--- src/rtl/tdd_frame_sched.sv ---
// Frame-timing scheduler: counts samples into programmable-length frames and
// decodes TX/RX stream gating windows plus a frame sync pulse.
module tdd_frame_sched #(
    parameter int CW = 24
) (
    input  logic          clk,
    input  logic          rst,
    input  logic          en,
    input  logic          tddmode,
    input  logic [CW-1:0] frame_len,
    input  logic [CW-1:0] frame_adj,
    input  logic          adj_req,
    input  logic [CW-1:0] tstart,
    input  logic [CW-1:0] tend,
    input  logic [CW-1:0] rstart,
    input  logic [CW-1:0] rend,
    output logic          ien,
    output logic          oen,
    output logic          sync,
    output logic [CW-1:0] fcnt,
    output logic [31:0]   frame_no,
    output logic          adj_pending,
    output logic          conflict
);

    typedef enum logic {IDLE, RUN} state_t;

    localparam int SW = CW + 2;
    localparam logic [CW-1:0]        ONE     = 1;
    localparam logic signed [SW-1:0] LEN_MIN = 2;
    localparam logic signed [SW-1:0] LEN_MAX = $signed({2'b00, {CW{1'b1}}});

    state_t        state_q, state_d;
    logic [CW-1:0] fcnt_q, fcnt_d;
    logic [CW-1:0] len_q, len_d;
    logic [31:0]   frame_no_q, frame_no_d;
    logic          sync_q, sync_d;
    logic          ien_q, ien_d;
    logic          oen_q, oen_d;
    logic          conflict_q, conflict_d;
    logic          adj_pending_q, adj_pending_d;
    logic [CW-1:0] adj_val_q, adj_val_d;
    logic          tdd_q, tdd_d;
    logic [CW-1:0] tstart_q, tstart_d, tend_q, tend_d;
    logic [CW-1:0] rstart_q, rstart_d, rend_q, rend_d;

    logic                 frame_start;
    logic                 tx_hit, rx_hit;
    logic signed [SW-1:0] adj_ext, len_sum;

    function automatic logic win_hit(input logic [CW-1:0] s, input logic [CW-1:0] e,
                                     input logic [CW-1:0] c);
        if (s < e)
            return (c >= s) && (c < e);
        else if (s > e)
            return (c >= s) || (c < e);
        else
            return 1'b0;
    endfunction

    // Two extra bits so a large positive adjust on a near-max length still clamps
    // at the top instead of wrapping negative.
    assign adj_ext = adj_pending_q ? $signed({{2{adj_val_q[CW-1]}}, adj_val_q}) : '0;
    assign len_sum = $signed({2'b00, frame_len}) + adj_ext;

    always_comb begin
        state_d       = state_q;
        fcnt_d        = '0;
        frame_no_d    = '0;
        sync_d        = 1'b0;
        ien_d         = 1'b0;
        oen_d         = 1'b0;
        len_d         = len_q;
        conflict_d    = conflict_q;
        adj_pending_d = adj_pending_q;
        adj_val_d     = adj_val_q;
        tdd_d         = tdd_q;
        tstart_d      = tstart_q;
        tend_d        = tend_q;
        rstart_d      = rstart_q;
        rend_d        = rend_q;
        frame_start   = 1'b0;

        case (state_q)
            IDLE: begin
                if (en) begin
                    state_d     = RUN;
                    frame_start = 1'b1;
                end
            end
            RUN: begin
                if (!en) begin
                    state_d = IDLE;
                end else if (fcnt_q == len_q - ONE) begin
                    frame_start = 1'b1;
                    frame_no_d  = frame_no_q + 32'd1;
                end else begin
                    fcnt_d     = fcnt_q + ONE;
                    frame_no_d = frame_no_q;
                end
            end
            default: state_d = IDLE;
        endcase

        if (frame_start) begin
            sync_d        = 1'b1;
            tdd_d         = tddmode;
            tstart_d      = tstart;
            tend_d        = tend;
            rstart_d      = rstart;
            rend_d        = rend;
            adj_pending_d = 1'b0;
            if (len_sum < LEN_MIN)
                len_d = LEN_MIN[CW-1:0];
            else if (len_sum > LEN_MAX)
                len_d = LEN_MAX[CW-1:0];
            else
                len_d = len_sum[CW-1:0];
        end

        // A request coinciding with a frame start is kept for the following frame.
        if (adj_req) begin
            adj_pending_d = 1'b1;
            adj_val_d     = frame_adj;
        end

        tx_hit = win_hit(tstart_d, tend_d, fcnt_d);
        rx_hit = win_hit(rstart_d, rend_d, fcnt_d);
        if (state_d == RUN) begin
            if (tdd_d) begin
                oen_d      = tx_hit;
                ien_d      = rx_hit & ~tx_hit;
                conflict_d = conflict_q | (tx_hit & rx_hit);
            end else begin
                oen_d = 1'b1;
                ien_d = 1'b1;
            end
        end
    end

    always_ff @(posedge clk) begin
        if (rst) begin
            state_q       <= IDLE;
            fcnt_q        <= '0;
            len_q         <= '0;
            frame_no_q    <= '0;
            sync_q        <= 1'b0;
            ien_q         <= 1'b0;
            oen_q         <= 1'b0;
            conflict_q    <= 1'b0;
            adj_pending_q <= 1'b0;
            adj_val_q     <= '0;
            tdd_q         <= 1'b0;
            tstart_q      <= '0;
            tend_q        <= '0;
            rstart_q      <= '0;
            rend_q        <= '0;
        end else begin
            state_q       <= state_d;
            fcnt_q        <= fcnt_d;
            len_q         <= len_d;
            frame_no_q    <= frame_no_d;
            sync_q        <= sync_d;
            ien_q         <= ien_d;
            oen_q         <= oen_d;
            conflict_q    <= conflict_d;
            adj_pending_q <= adj_pending_d;
            adj_val_q     <= adj_val_d;
            tdd_q         <= tdd_d;
            tstart_q      <= tstart_d;
            tend_q        <= tend_d;
            rstart_q      <= rstart_d;
            rend_q        <= rend_d;
        end
    end

    assign ien         = ien_q;
    assign oen         = oen_q;
    assign sync        = sync_q;
    assign fcnt        = fcnt_q;
    assign frame_no    = frame_no_q;
    assign adj_pending = adj_pending_q;
    assign conflict    = conflict_q;

endmodule
--- config.mk ---
export PLATFORM = sky130hd
export DESIGN_NAME = tdd_frame_sched
export DESIGN_NICKNAME = d
export VERILOG_FILES = /design/src/rtl/tdd_frame_sched.sv
export SDC_FILE = /design/constraint.sdc
export NUM_CORES = 1
export LEC_CHECK = 0
export BUFFER_PORTS_ARGS = -buffer_cell sky130_fd_sc_hd__buf_4
export CAP_MARGIN = 20
export CORE_ASPECT_RATIO = 1.5
export CORE_MARGIN = 4
export CORE_UTILIZATION = 43
export CTS_CLUSTER_SIZE = 40
export DETAILED_ROUTE_END_ITERATION = 10
export MAX_ROUTING_LAYER = met4
export REMOVE_ABC_BUFFERS = 1
export SLEW_MARGIN = 20
export SYNTH_ARGS = -nofsm -noshare
export SYNTH_HDL_FRONTEND = slang
export SYNTH_SLANG_ARGS = --single-unit
export TNS_END_PERCENT = 100
--- constraint.sdc ---
create_clock -name clk -period 6.5 [get_ports clk]
set_input_delay 0.65 -clock clk [delete_from_list [all_inputs] [get_ports clk]]
set_output_delay 0.65 -clock clk [all_outputs]
set_load 0.02 [all_outputs]
==> run summary <==
Final setup fails: 0
Hold Path End: adj_val_q[22]
Adder-cell share of the synthesized area: 15.38%
Post-synth top area share: 29.69%
Final Cycle Share: 94.81%
Status: completed
Rows: 80
Sequential share of the synthesized area: 29.69%
Die Span Y: 228.7 µm
Crit end category: flip-flop
Gr usage total: 23.16%
Die width: 155.1 µm
Fin nets: 2,175
Initial core utilization: 43.71%
Diodes inserted: 0
Hold crit path type: in2reg
PwrDens: 209.7 mW/mm²
Vias: 12,666
Yosys cell types: 73
Most frequent cells in the layout: buf_4 (253), nor2_1 (226), dfxtp_1 (207)
# H-tree levels: 1
I/O pin total: 210
Num CTS Buffers: 24
Mapped Area: 0.01396 mm²
Critical Path AT: 6570 ps
GR Overflow Total: 0
Mapped Avg Cell Area: 8.469 µm²
Worst Max-Slew Pin Slew: 964.0 ps
Final min period: 6163 ps
Register-to-register setup slack: 340 ps
Worst Path Required: 6900 ps
Synth Area in Simple Gates: 20.56%
ANT nets after route: 0
RePlAce Congestion: 0.9268
Synth Area in Compound Gates: 16.14%
Mux contribution to synthesized area: 9.198%
Avg WL per Cell: 18.19 µm
Max rail drop VDD: 0.2043 mV
Min-delay src: frame_adj[22]
Finished Cell Area: 0.01697 mm²
Achievable clock frequency: 162.3 MHz
Initial DRC count: 513
Critical R2R Launch: len_q[15]
# DRC: 0
Total Routed Length: 41.51 mm
Hold Path Depth: 3
Placement Cell Area: 0.01610 mm²
Fin. max-slew vios: 0
Post-synth top area cell: dfxtp_1
Max FO, Critical Path: 11
Unrepaired setup endpoints after global routing: no
Root Buffer: clkbuf_16
Mapped Cells: 1,648
Num Clock Sinks: 207
Hold_ws: 350.8 ps
Yosys reg bits: 207
R2r endpoint: ien
Clk_skew: 11.86 ps
First-pass GRT wire length: 65.09 mm
Synth Area in XOR/XNOR: 4.644%
Reg clk slew, reported paths: 70 ps
Initial antenna violation count: 0
CTS tree: yes
Synth area leaders: dfxtp_1 (30%), ha_1 (15%), mux2i_1 (9.0%), nor2_1 (6.1%), xnor2_1 (2.9%)
Core ar.: 0.03193 mm²
Crit path kind: reg2reg
Layout cells sized above 1: 16.77%
Most used DFF post-synth: dfxtp_1
Leakage power: 8.092 nW
Vias in the first global route: 12,655
Worst-Skew Late Latency: 530 ps
EDFF count, synth: 0
TritonRoute pass-1 iters: 6
Post-DP HPWL: 32.93 mm
Setup TNS: 0 ps
Most common cell after layout, fill and taps aside: buf_4
Port Buffers: 209
Max-Cap Viols: 0
Slew margin rel.: 35.73%
Synthesis-to-finish area growth: 21.59%
Ys async rst share: 0%
Final hold vios: 0
Yosys warnings: 0
R2R cell count: 20
DR vias/cell: 5.550
Max Root-Sink Buffers: 3
Die area: 0.03546 mm²
CP startpoint kind: flip-flop
Pin count of the biggest net entering global routing: 81
Main combinational cell family by area after synthesis: simple AND/OR/NAND/NOR gates
==> power breakdown <==
part / leakage (nW) / switching (W) / internal [W]
combinational: 6.00 / 0.000420 / 0.000336
sequential: 1.69 / 0.0000375 / 0.00133
clock: 0.397 / 0.000573 / 0.000863
==> Yosys cell counts (35+ instances only) <==
library cell and instances:
nor2_1 226, dfxtp_1 207, ha_1 170, mux2i_1 126
a21oi_1 79, inv_1 79, nand2_1 74, o21ai_0 64
clkbuf_1 59, nor3_1 54, xnor2_1 46, a21o_1 42
nand4_1 39, nand3_1 35
==> state kept, by name (all words and copies together) (netlist names), 24 cells and up <==
signal and cells:
rstart_q 24, adj_val_q 24, rend_q 24, tstart_q 24, len_q 24, frame_no 32, tend_q 24, fcnt 24
==> metrics by stage <==
stage / worst slack [ps] / total power [W] / std cells / util (%)
floorplan: 359.8 / 0.001846 / 1573 / -
detailed placement: 115.5 / 0.002138 / 2238 / 50.42
global route: 30.65 / 0.003744 / 2282 / 53.15
finish: 337.3 / 0.003558 / 2282 / 53.15
global placement: 264.4 / 0.002129 / 2238 / 50.42
CTS: 115.2 / 0.003589 / 2281 / 53.01
==> timing repair <==
action | 4_1_cts | 5_1_grt
setup buffers | 0 | 0
hold buffers | 0 | 0
resized for setup | 0 | 8
endpoints found under the setup margin | 0 | 3
hold endpoints to repair | 0 | 0
==> routing by layer <==
layer,vias to the layer above,global-route usage [%],wire [µm]
met3,88,2.841,1945
met5,-,-,0
met1,5899,24.82,15890
met4,0,9.307,1729
li1,6367,-,-
met2,312,42.65,21940
==> area by class of cell <==
class / instances / area (µm²)
repair buffers: 255 / 1939
clock inverters: 15 / 192.7
well taps: 410 / 513.0
fillers: 3081 / 14960
inverters: 80 / 300.3
multi-input cells: 1287 / 9244
clock buffers: 28 / 636.9
flip-flops and latches: 207 / 4144
==> worst max-delay path, cell delays in order, from the launching register on <==
cell       delay [ps]
dfxtp_1           360
or4_1             610
or4_1             510
a2111oi_2         390
o211ai_1          160
a2111oi_4         340
a31oi_4           230
nand2b_4          330
buf_4             260
mux2i_1           350
ha_1              310
a21o_1            150
a21o_1            190
a211oi_1          230
o21ai_0           130
a2111oi_1         510
buf_4             220
o31ai_1           100
nor4b_1           160
a211oi_1          330
o21ai_0           150
==> logic make-up (layout without fill, tap and decap cells) <==
kind of cell | count (synthesis) | after routing
AND/OR/NAND/NOR | 583 | 584
flip-flops | 207 | 207
buffers and inverters | 155 | 378
adder cells (fa/ha/maj) | 171 | 171
XOR/XNOR | 74 | 74
AO/OA/AOI/OAI | 330 | 330
multiplexers | 128 | 128
==> worst max-delay path by stage <==
stage	slack (ps)	from	endpoint	cells after the start
2_1_floorplan	360	len_q[15]	oen	20
3_3_place_gp	260	len_q[15]	ien	20
3_5_place_dp	120	len_q[15]	ien	20
4_1_cts	120	len_q[15]	ien	20
5_1_grt	30	len_q[15]	ien	20
6_report	340	len_q[15]	ien	20
(Power assumes the default switching activity.)
